### config.mk
export PLATFORM = sky130hd
export DESIGN_NAME = instr_sequencer
export DESIGN_NICKNAME = d
export VERILOG_FILES = /design/src/rtl/instr_sequencer.sv
export SDC_FILE = /design/constraint.sdc
export NUM_CORES = 1
export LEC_CHECK = 0
export CAP_MARGIN = 30
export CORE_MARGIN = 5
export CORE_UTILIZATION = 37
export DETAILED_ROUTE_END_ITERATION = 8
export GPL_ROUTABILITY_DRIVEN = 0
export HOLD_SLACK_MARGIN = 0.15
export PLACE_DENSITY = 0.95
export REMOVE_ABC_BUFFERS = 1
export SYNTH_ARGS = -nofsm -noshare
export SYNTH_HDL_FRONTEND = slang
export SYNTH_SLANG_ARGS = --single-unit
### constraint.sdc
create_clock -name CLK -period 4.3 [get_ports CLK]
set_input_delay 0.86 -clock CLK [delete_from_list [all_inputs] [get_ports CLK]]
set_output_delay 0.86 -clock CLK [all_outputs]
set_load 0.03 [all_outputs]
### src/rtl/instr_sequencer.sv
// Control unit for the 4-bit nibble processor: decodes INSTR/OPRND into datapath
// strobes and keeps the carry/zero flags that feed the conditional jumps.
module instr_sequencer #(
  parameter int ADDR_W = 12
) (
  input  logic              CLK,
  input  logic              RST,
  input  logic              ENABLE,
  input  logic [3:0]        INSTR,
  input  logic [3:0]        OPRND,
  input  logic [7:0]        PROG_BYTE,
  input  logic              C,
  input  logic              ZERO,
  output logic              PC_INC,
  output logic              PC_LOAD,
  output logic [ADDR_W-1:0] PC_ADDR,
  output logic              FETCH_EN,
  output logic              OPER_EN,
  output logic              IN_EN,
  output logic              OUT_EN,
  output logic              ACC_EN,
  output logic [2:0]        ALU_SEL,
  output logic              CFLAG,
  output logic              ZFLAG,
  output logic              HALTED
);

  localparam logic [1:0] ST_FETCH = 2'd0;
  localparam logic [1:0] ST_EXEC  = 2'd1;
  localparam logic [1:0] ST_JARG  = 2'd2;
  localparam logic [1:0] ST_HALT  = 2'd3;

  localparam logic [3:0] OP_LIT   = 4'h1;
  localparam logic [3:0] OP_ADDI  = 4'h2;
  localparam logic [3:0] OP_SUBI  = 4'h3;
  localparam logic [3:0] OP_NANDI = 4'h4;
  localparam logic [3:0] OP_CMPI  = 4'h5;
  localparam logic [3:0] OP_OUT   = 4'h6;
  localparam logic [3:0] OP_IN    = 4'h7;
  localparam logic [3:0] OP_JMP   = 4'h8;
  localparam logic [3:0] OP_JC    = 4'h9;
  localparam logic [3:0] OP_JNC   = 4'hA;
  localparam logic [3:0] OP_JZ    = 4'hB;
  localparam logic [3:0] OP_JNZ   = 4'hC;
  localparam logic [3:0] OP_HALT  = 4'hF;

  logic [1:0] state_q, state_d;
  logic       cflag_q, cflag_d;
  logic       zflag_q, zflag_d;
  logic       jump_taken;

  // Every strobe defaults low so reset, ENABLE=0 and HALT all fall out of one path.
  always_comb begin
    state_d    = state_q;
    cflag_d    = cflag_q;
    zflag_d    = zflag_q;
    jump_taken = 1'b0;
    PC_INC     = 1'b0;
    PC_LOAD    = 1'b0;
    PC_ADDR    = '0;
    FETCH_EN   = 1'b0;
    OPER_EN    = 1'b0;
    IN_EN      = 1'b0;
    OUT_EN     = 1'b0;
    ACC_EN     = 1'b0;
    ALU_SEL    = 3'b000;

    if (RST && ENABLE) begin
      case (state_q)
        ST_FETCH: begin
          FETCH_EN = 1'b1;
          PC_INC   = 1'b1;
          state_d  = ST_EXEC;
        end

        ST_EXEC: begin
          state_d = ST_FETCH;
          case (INSTR)
            OP_LIT: begin
              OPER_EN = 1'b1;
              ACC_EN  = 1'b1;
            end
            OP_ADDI: begin
              OPER_EN = 1'b1;
              ALU_SEL = 3'b011;
              ACC_EN  = 1'b1;
              cflag_d = C;
              zflag_d = ZERO;
            end
            OP_SUBI: begin
              OPER_EN = 1'b1;
              ALU_SEL = 3'b001;
              ACC_EN  = 1'b1;
              cflag_d = C;
              zflag_d = ZERO;
            end
            OP_NANDI: begin
              OPER_EN = 1'b1;
              ALU_SEL = 3'b100;
              ACC_EN  = 1'b1;
            end
            OP_CMPI: begin
              OPER_EN = 1'b1;
              ALU_SEL = 3'b001;
              cflag_d = C;
              zflag_d = ZERO;
            end
            OP_OUT: begin
              ALU_SEL = 3'b010;
              OUT_EN  = 1'b1;
            end
            OP_IN: begin
              IN_EN  = 1'b1;
              ACC_EN = 1'b1;
            end
            OP_JMP, OP_JC, OP_JNC, OP_JZ, OP_JNZ: state_d = ST_JARG;
            OP_HALT: state_d = ST_HALT;
            default: ;
          endcase
        end

        // INSTR/OPRND are still held by the fetch register; PROG_BYTE is the low byte.
        ST_JARG: begin
          case (INSTR)
            OP_JMP:  jump_taken = 1'b1;
            OP_JC:   jump_taken = cflag_q;
            OP_JNC:  jump_taken = ~cflag_q;
            OP_JZ:   jump_taken = zflag_q;
            OP_JNZ:  jump_taken = ~zflag_q;
            default: jump_taken = 1'b0;
          endcase
          if (jump_taken) begin
            PC_LOAD = 1'b1;
            PC_ADDR = ADDR_W'({OPRND, PROG_BYTE});
          end else begin
            PC_INC = 1'b1;
          end
          state_d = ST_FETCH;
        end

        default: ;
      endcase
    end
  end

  always_ff @(posedge CLK) begin
    if (!RST) begin
      state_q <= ST_FETCH;
      cflag_q <= 1'b0;
      zflag_q <= 1'b0;
    end else begin
      state_q <= state_d;
      cflag_q <= cflag_d;
      zflag_q <= zflag_d;
    end
  end

  assign CFLAG  = cflag_q;
  assign ZFLAG  = zflag_q;
  assign HALTED = RST && (state_q == ST_HALT);

endmodule

==> Yosys cells after proc, flatten, opt, wreduce, memory -nomap -nowiden <==
Index checks and enable logic that the tools add are counted.
{ "totals": {"reg_bits": 4, "inputBits": 21, "output_inout_bits": 25, "elab_cells": 63} }
{ "classes": {"n_eq_ne": 16, "muxes": 31, "bitwise": 2, "n_reduce_logical": 11} }
{ "op_table": {"columns": ["operator", "count"], "rows": [
  ["12-bit 2-to-1 mux", 3],
  ["4-bit equality test (second input constant)", 6],
  ["1-bit 2-to-1 mux", 21],
  ["4-bit by 3-bit equality test with 1-bit output (second input constant)", 4],
  ["5-bit OR reduction", 3],
  ["3-bit one-hot mux with 4 select lines", 1],
  ["4-bit by 2-bit equality test with 1-bit output (second input constant)", 2],
  ["3-bit 2-to-1 mux", 2],
  ["2-bit one-hot mux with 3 select lines", 1],
  ["1-bit one-hot mux with 5 select lines", 1],
  ["2-bit equality test (second input constant)", 2],
  ["4-bit by 1-bit equality test with 1-bit output (second input constant)", 1],
  ["2-bit one-hot mux with 2 select lines", 1],
  ["3-bit AND reduction", 1],
  ["3-bit nonzero test", 1],
  ["3-bit OR reduction", 1],
  ["2-bit by 1-bit equality test with 1-bit output (second input constant)", 1],
  ["1-bit logical AND", 2],
  ["2-bit logical NOT", 1],
  ["1-bit inverter", 2],
  ["1-bit one-hot mux with 2 select lines", 1],
  ["2-bit AND reduction", 1],
  ["2-bit OR reduction", 1]
]} }

==> Logic depth before layout (Yosys ltp) <==
Gate-level depths: netlist (run 1).
{ "logic_depth": {"word_depth": 7, "ltp_mapped": 5} }

==> Least setup slack after synthesis (run 1) <==
OpenSTA, ideal clock, no wires.
{ "synth_timing": {"kind": "input -> output", "start": "input port INSTR[3]", "end": "output port ALU_SEL[2]", "t_arrival_ps": 2180, "required_time_ps": 3440, "path_slack_ps": 1260, "cell_stages": 2, "n_path_buf": 0, "path_cell_list": "nand4b_1 -> nor4b_1"} }
{ "synth_between": {"elab_chain_len": 5, "elab_cells_between_ends": 9, "classes_between": "5 x eq/ne; 3 x mux; 1 x reduce/logical"} }
{ "synth_rtl": {"columns": ["element", "line", "source"], "rows": [
  ["from (decl)", "9", "input logic [3:0] INSTR,"],
  ["4-bit by 3-bit equality test with 1-bit output or 4-bit by 2-bit equality test with 1-bit output (tied branches)", "78", "case (INSTR)"],
  ["2-bit OR reduction (no source line)", null, null],
  ["3-bit one-hot mux with 4 select lines *", "78", null],
  ["3-bit 2-to-1 mux *", "69", "case (state_q)"],
  ["3-bit 2-to-1 mux *", "68", "if (RST && ENABLE) begin"],
  ["to (decl)", "22", "output logic [2:0] ALU_SEL,"]
]} }
Mark *: on every way between the ends. The rest lies on a longest branch, timed or not.

==> Worst setup path after layout (run 1) <==
{ "layout_timing": {"start": "input port INSTR[1]", "end": "output port PC_ADDR[10]"} }
{ "layout_between": {"elab_chain_len": 7, "elab_cells_between_ends": 11, "classes_between": "5 x eq/ne; 6 x mux"} }
{ "layout_rtl": {"columns": ["element", "line", "source"], "rows": [
  ["4-bit equality test", "124", "case (INSTR)"],
  ["1-bit one-hot mux with 5 select lines *", "124", null],
  ["1-bit 2-to-1 mux *", "69", null],
  ["1-bit 2-to-1 mux *", "68", null],
  ["12-bit 2-to-1 mux *", "132", "if (jump_taken) begin"],
  ["12-bit 2-to-1 mux *", "69", null],
  ["12-bit 2-to-1 mux *", "68", null],
  ["to (decl)", "16", "output logic [ADDR_W-1:0] PC_ADDR,"]
]} }
Mark *: on every way between the ends. The rest lies on a longest branch, timed or not. The select of a mux whose other input is x is not followed.

==> qor.csv, run 1 <==
metric,value,unit
status,completed,
synth.yosys.seq_area_share,0.122,
maxCapViolations,0,
synth_top_area_share,0.172,
cpPeakStageDelay,0.71,ns
max-slew-margin-rel,0.700,
grt_start_max_net_pins,15,
cts_tree,yes,
finalHoldViolCount,0,
grt_pass1_vias,702,
cts_resized,0,
place.detailed.hpwl,1650,microns
report.final.slew_viol_count,0,
coreArea,0.00171,sq mm
crit_chain,clkdlybuf4s50_1 > o31ai_4 > nand4_2 > nor3b_1 > clkdlybuf4s50_1,
wl_per_cell,13.5,microns
clk_latency,0.23,ns
cts_buffer_depth,2,
reg2reg_setup_slack,2.89,ns
fill_cells,145,
place_inst,143,
placed_area,0.00112,sq mm
critPathKind,primary input to output pin,
ys_top_cells_by_area,"nor3b_2, dfxtp_1, ha_1, buf_6, mux2i_1",
io_pins,46,
initial_core_util,0.383,
preCtsSetupSlack,0.324,ns
syn_inst,73,
cp_max_fo,13,
critPathArrivalTime,3.09,ns
cts_root_buffer,clkbuf_4,
register_area,80.1,sq um
synth-edff-count,0,
grt_use_total,0.149,
synth_ff_type,dfxtp_1,
nNetsFinal,149,
vias,726,
cp-end-kind,output pin,
irDropWorstVdd,0.178,mV
ys_ff_latch,4,
crit_slowest_cell,clkdlybuf4s50_1,
layout_setup_ws,0.350,ns
ys_types,33,
crit_top_cell,clkdlybuf4s50_1,
cts_hold_buf,0,
syn_avg_cell_area,8.96,sq um
viasPerCell,4.97,
post_cts_buffers,0,
routed_wl,1970,microns
setup_viol,0,
multi_input_area,502,sq um
diodes,0,
die_w,52.1,microns
design_area,0.00115,sq mm
overflow,0,
min-delay-path-class,flip-flop to flip-flop,
finalNonFillerCells,146,
final.period_utilization,0.919,
yosysTopAreaCell,nor3b_2,
antenna_found_initial,0,
dr.pass1.iters,3,
io_buffer_count,45,
drt_iter0_markers,8,
fmax,0.253,GHz
numClockSinks,4,
worst_pin_slew,0.448,ns
drc,0,
fp.dieArea,0.00271,sq mm
final.setup.tns,0,ns
p_leak,0.439,nW
required,3.44,ns
crit_path_start_kind,primary input,
fin_worst_skew,0.00157,ns
grt_pass1_wl,3070,microns
rsz0062_at_grt,no,
fp.dieH,52.1,microns
cts.clk_slew.worst_paths,0.03,ns
power_density,126,mW/mm^2
finalCriticalPeriod,3.95,ns
cts_made_buffers,3,
syn_to_final_growth,75.1,%
num_rows,15,
h-tree-depth,1,
synthArstFlopShare,0,
drive_gt1_frac,0.182,
antenna_left,0,
yosysWarningCount,0,
synthesis.area,654,sq um
==> path summary, 6_finish.rpt <==
kind,start,endpoint,depth (start not counted)
setup / recovery,INSTR[1],PC_ADDR[10],5
hold / removal,state_q[1],state_q[1],2
setup reg to reg,state_q[1],ZFLAG,5
hold reg to reg,state_q[1],state_q[1],2
==> synthesized netlist by cell type, drive strengths merged, types with 2 or more instances <==
cell type / number
a211o: 2
a21o: 2
a21oi: 3
and2: 2
buf: 5
dfxtp: 4
ha: 5
inv: 6
mux2i: 3
nand2: 6
nand2b: 2
nand3: 2
nor2: 2
nor3: 2
nor3b: 13
==> cells by family after synthesis <==
| family | Yosys count | share of synthesized area |
|---|---|---|
| and+or+nand+nor | 35 | 0.413 |
| adders and majority gates | 5 | 0.0956 |
| DFF | 4 | 0.122 |
| AOI/OAI and AO/OA | 13 | 0.176 |
| muxes | 4 | 0.0688 |
| xor gates and xnor gates | 1 | 0.0134 |
| buffers and inverters | 11 | 0.111 |
==> per-stage QoR <==
step | power, W | hold slack, ns | util
3_5_place_dp | 0.0000993 | 0.521 | 0.658
4_1_cts | 0.000148 | 0.526 | 0.671
6_report | 0.000144 | 0.528 | 0.671
5_1_grt | 0.000152 | 0.569 | 0.671
3_3_place_gp | 0.0000975 | 0.500 | 0.658
2_1_floorplan | 0.0000645 | 0.479 | -
==> layer usage <==
| layer | global-route usage | vias to the layer above | routed length (microns) |
|---|---|---|---|
| li1 | - | 357 | - |
| met3 | 0.0487 | 6 | 278 |
| met4 | 0.0961 | 0 | 55 |
| met1 | 0.148 | 324 | 715 |
| met2 | 0.264 | 39 | 921 |
| met5 | 0 | - | 0 |
==> report_power, final <==
part | total (W) | switching (W) | internal [W]
Sequential | 0.0000399 | 0.00000141 | 0.0000385
Combinational | 0.0000588 | 0.0000255 | 0.0000333
Clock | 0.0000458 | 0.0000146 | 0.0000312
==> registers in the layout, summed over array words and instances, names as in the netlist <==
name / count
state_q: 2
CFLAG: 1
ZFLAG: 1
==> critical path, delay by kind of cell <==
family	cells	cell delay, ns
simple gates	2	0.73
buf+inv	2	1.24
compound gates	1	0.27
==> cell usage in the layout, fill, tap and decap left out, drive strengths merged <==
cell           instances
a211o                  2
a21boi                 1
a21o                   2
a21oi                  3
and2                   2
and3                   1
buf                    5
clkbuf                 3
clkdlybuf4s50         45
dfxtp                  4
ha                     5
inv                    6
mux2                   1
mux2i                  3
nand2                  6
nand2b                 2
nand3                  2
nand3b                 1
nand4                  1
nand4b                 1
nor2                   2
nor3                   2
nor3b                 13
nor4b                  1
o211a                  1
o22ai                  1
o311a                  1
o31a                   1
o31ai                  1
or2                    1
xor2                   1
==> layout make-up <==
type                            count  share of cell area
Timing Repair Buffer               50               0.426
Clock buffer                        3              0.0197
Multi-Input combinational cell     58               0.438
Sequential cell                     4              0.0699
Tap cell                           25              0.0273
Inverter                            6              0.0197
(Power assumes the default switching activity.)
==> run 2, diff against run 1 <==
- CORE_UTILIZATION: 37 -> 31
- PLACE_DENSITY: 0.95 -> 0.88
- clock period: 4.3 -> 3.6 ns (I/O delays scaled with it)
==> run 2 against run 1 <==
  * Cell count grew 3.4%
  * Critical path depth grew 1
  * Combinational power is 23% higher
  * Worst hold slack got worse by 0.0029 ns
  * Highest routed layer is now met3
==> qor.csv, run 2 (synthesis results as in run 1) <==
metric,value,unit
finalHoldViolCount,0,
finalNonFillerCells,151,
overflow,0,
final.period_utilization,0.970,
design_area,0.00117,sq mm
nNetsFinal,152,
antenna_found_initial,0,
worst_pin_slew,0.329,ns
cp-end-kind,output pin,
place_inst,148,
status,completed,
drt_iter0_markers,15,
final_common_cell,clkdlybuf4s50_1,
multi_input_area,502,sq um
power_density,148,mW/mm^2
drive_gt1_frac,0.210,
p_leak,0.455,nW
largest_reg_flops,2,
fmax,0.286,GHz
cts.clk_slew.worst_paths,0.04,ns
diodes,0,
rsz0062_at_grt,no,
initial_core_util,0.330,
grt_pass1_wl,3310,microns
die_w,55.9,microns
clk_latency,0.23,ns
register_area,80.1,sq um
reg2reg_setup_slack,2.18,ns
critPathKind,primary input to output pin,
fin_worst_skew,0.00319,ns
required,2.88,ns
finalCriticalPeriod,3.49,ns
cts_hold_buf,0,
critPathArrivalTime,2.77,ns
regMostFlops,state_q,
max-slew-margin-rel,0.780,
h-tree-depth,1,
dr.pass1.iters,4,
cts_made_buffers,3,
syn_to_final_growth,78.6,%
io_pins,46,
drc,0,
holdWs,0.525,ns
report.final.slew_viol_count,0,
grt_use_total,0.126,
cts_tree,yes,
viasPerCell,4.85,
cp_max_fo,13,
io_buffer_count,45,
cts_root_buffer,clkbuf_4,
grt_start_max_net_pins,14,
cts_resized,0,
cts_buffer_depth,2,
num_rows,16,
crit_path_start_kind,primary input,
post_cts_buffers,0,
irDropWorstVdd,0.136,mV
final.setup.tns,0,ns
vias,732,
routed_wl,1940,microns
maxCapViolations,0,
grt_pass1_vias,764,
coreArea,0.00198,sq mm
numClockSinks,4,
min-delay-path-class,flip-flop to flip-flop,
fp.dieArea,0.00313,sq mm
fill_cells,168,
setup_viol,0,
final_cell_mix,"clkdlybuf4s50_1, nor3b_2, buf_4, inv_1, nand2_1",
wl_per_cell,12.8,microns
fp.dieH,55.9,microns
placed_area,0.00115,sq mm
antenna_left,0,
place.detailed.hpwl,1620,microns
-- run 2: cell types whose count changed in the layout (fill, tap and decap cells not counted), sizes merged --
cell           delta
clkdlybuf4s50     -1
buf               +4
-- run 2: per-stage QoR --
step / setup slack (ns) / total power (W) / util
floorplan: 0.739 / 0.0000770 / -
global placement: 0.198 / 0.000118 / 0.578
detailed placement: 0.0943 / 0.000120 / 0.578
CTS: 0.0867 / 0.000178 / 0.590
global route: 0.0211 / 0.000186 / 0.590
finish: 0.109 / 0.000173 / 0.590
-- run 2: worst max-delay path, cell delays in order --
cell	delay (ns)
clkdlybuf4s50_1	0.54
o31ai_4	0.29
nand4_2	0.12
buf_4	0.21
nor3b_1	0.19
clkdlybuf4s50_1	0.70
-- run 2: path summary, 6_finish.rpt --
path | from | end | depth (start not counted)
setup / recovery | INSTR[1] | PC_ADDR[11] | 6
hold / removal | state_q[1] | state_q[1] | 2
setup reg to reg | state_q[1] | ZFLAG | 5
hold reg to reg | state_q[1] | state_q[1] | 2
-- run 2: metal layers --
layer | global-route usage | share of wire | up-vias
met2 | 0.228 | 0.47 | 36
met5 | 0 | 0 | -
met1 | 0.141 | 0.44 | 334
met4 | 0.0475 | 0 | 0
li1 | - | - | 362
met3 | 0.0325 | 0.089 | 0
-- run 2: power breakdown --
part | leakage, nW | switching [W] | total (W) | internal [W]
Combinational | 0.408 | 0.0000310 | 0.0000721 | 0.0000411
Sequential | 0.0326 | 0.00000171 | 0.0000477 | 0.0000460
Clock | 0.0138 | 0.0000163 | 0.0000534 | 0.0000371
Total | 0.455 | 0.0000490 | 0.000173 | 0.000124
-- run 2: area by class of cell --
type / count / share of cell area
clock buffers: 3 / 0.0193
inverters: 6 / 0.0193
multi-input cells: 58 / 0.429
flip-flops and latches: 4 / 0.0685
well taps: 27 / 0.0289
repair buffers: 53 / 0.435
==> run 3, diff against run 2 <==
- CTS_CLUSTER_DIAMETER: default -> 50
- RECOVER_POWER: default -> 25
==> run 3 against run 2 <==
  * Routed wire length stayed put
  * Global-route usage stayed put
  * First-iteration DRC count stayed put
  * Via count is 0.41% higher
  * Die area stayed put
  * Critical path depth stayed put
  * Design area is 0.32% lower
  * Combinational power is 1% lower
  * Clock skew stayed put
  * Count of clock-buffer cells in the layout stayed put
  * Flip-flop and latch count stayed put
  * Sequential share of layout area hardly changed
==> qor.csv, run 3 (synthesis results as in run 1) <==
metric,value,unit
overflow,0,
pwr-share-comb,0.413,
die_w,55.9,microns
io_buffer_count,45,
vias,735,
p_leak,0.460,nW
h-tree-depth,1,
coreArea,0.00198,sq mm
fp.dieArea,0.00313,sq mm
fin_worst_skew,0.00319,ns
final.setup.tns,0,ns
nNetsFinal,152,
num_rows,16,
final_cell_mix,"clkdlybuf4s50_1, nor3b_2, buf_4, inv_1, nand2_1",
fp.dieH,55.9,microns
grt_start_max_net_pins,14,
irDropWorstVdd,0.135,mV
antenna_left,0,
status,completed,
critPathArrivalTime,2.77,ns
grt_pass1_vias,764,
maxCapViolations,0,
endpoint,PC_ADDR[11],
final_common_cell,clkdlybuf4s50_1,
io_pins,46,
initial_core_util,0.330,
cts_hold_buf,0,
setup_viol,0,
cts_resized,0,
cts.clk_slew.worst_paths,0.04,ns
required,2.88,ns
rr_worst_depth,5,
routed_wl,1940,microns
seqPwrFrac,0.277,
power.internal,0.000123,W
rsz0062_at_grt,no,
diodes,0,
crit_path_start,INSTR[1],
cp-end-kind,output pin,
cts_root_buffer,clkbuf_4,
wl_per_cell,12.8,microns
place.detailed.hpwl,1620,microns
critPathKind,primary input to output pin,
antenna_found_initial,0,
switching_share,0.284,
cts_tree,yes,
finalCriticalPeriod,3.49,ns
post_cts_buffers,0,
viasPerCell,4.87,
worst_pin_slew,0.391,ns
clk_latency,0.23,ns
finalHoldViolCount,0,
drive_gt1_frac,0.202,
report.final.slew_viol_count,0,
max-slew-margin-rel,0.739,
switchingPower,0.0000489,W
fmax,0.286,GHz
p_clk_frac,0.310,
drc,0,
final.period_utilization,0.970,
timing.rr.end,ZFLAG,
crit_path_start_kind,primary input,
holdWs,0.525,ns
syn_to_final_growth,78.0,%
reg2reg_setup_slack,2.18,ns
min-delay-path-class,flip-flop to flip-flop,
numClockSinks,4,
largest_reg_flops,2,
cp_max_fo,13,
cts_buffer_depth,2,
grt_use_total,0.126,
grt_pass1_wl,3310,microns
cts_made_buffers,3,
r2r-start,state_q[1],
drt_iter0_markers,15,
power_density,148,mW/mm^2
dr.pass1.iters,4,
regMostFlops,state_q,
run 3: cell type report:
type                    instances  area, sq um
fillers                       168          817
repair buffers                 53          504
multi-input cells              58          502
flip-flops and latches          4         80.1
well taps                      27         33.8
clock buffers                   3         22.5
inverters                       6         22.5
run 3: through the flow:
step	utilization	cells	total power [W]	instance area, sq um	worst slack, ns
floorplan	-	68	0.0000770	604	0.739
global placement	0.578	148	0.000118	1150	0.198
detailed placement	0.578	148	0.000120	1150	0.0943
CTS	0.590	151	0.000178	1170	0.0867
global route	0.588	151	0.000185	1160	0.0108
finish	0.588	151	0.000172	1160	0.109
run 3: worst min-delay path by stage:
stage / startpoint / to / slack, ns / cells after the start
floorplan: state_q[1] / state_q[1] / 0.48 / 2
global placement: state_q[1] / state_q[1] / 0.50 / 2
detailed placement: state_q[1] / state_q[1] / 0.53 / 2
CTS: state_q[1] / state_q[1] / 0.53 / 2
global route: state_q[1] / state_q[1] / 0.57 / 2
finish: state_q[1] / state_q[1] / 0.52 / 2
run 3: routing by layer:
metal  vias to the layer above  part of all wire  global-route usage
li1                        362                 -                   -
met1                       333              0.43               0.141
met2                        40              0.47               0.228
met3                         0             0.092              0.0325
met4                         0                 0              0.0475
met5                         -                 0                   0
run 3: power by group through the flow:
stage / Sequential [W] / Clock (W) / Combinational [W]
3_3_place_gp: 0.0000482 / 0 / 0.0000700
3_5_place_dp: 0.0000484 / 0 / 0.0000720
4_1_cts: 0.0000477 / 0.0000579 / 0.0000725
6_report: 0.0000477 / 0.0000534 / 0.0000712
2_1_floorplan: 0.0000485 / 0 / 0.0000285
5_1_grt: 0.0000479 / 0.0000602 / 0.0000770
run 3: critical path: stages:
cell             delay [ns]
clkdlybuf4s50_1        0.54
o31ai_4                0.29
nand4_2                0.12
buf_4                  0.21
nor3b_1                0.19
clkdlybuf4s50_1        0.70
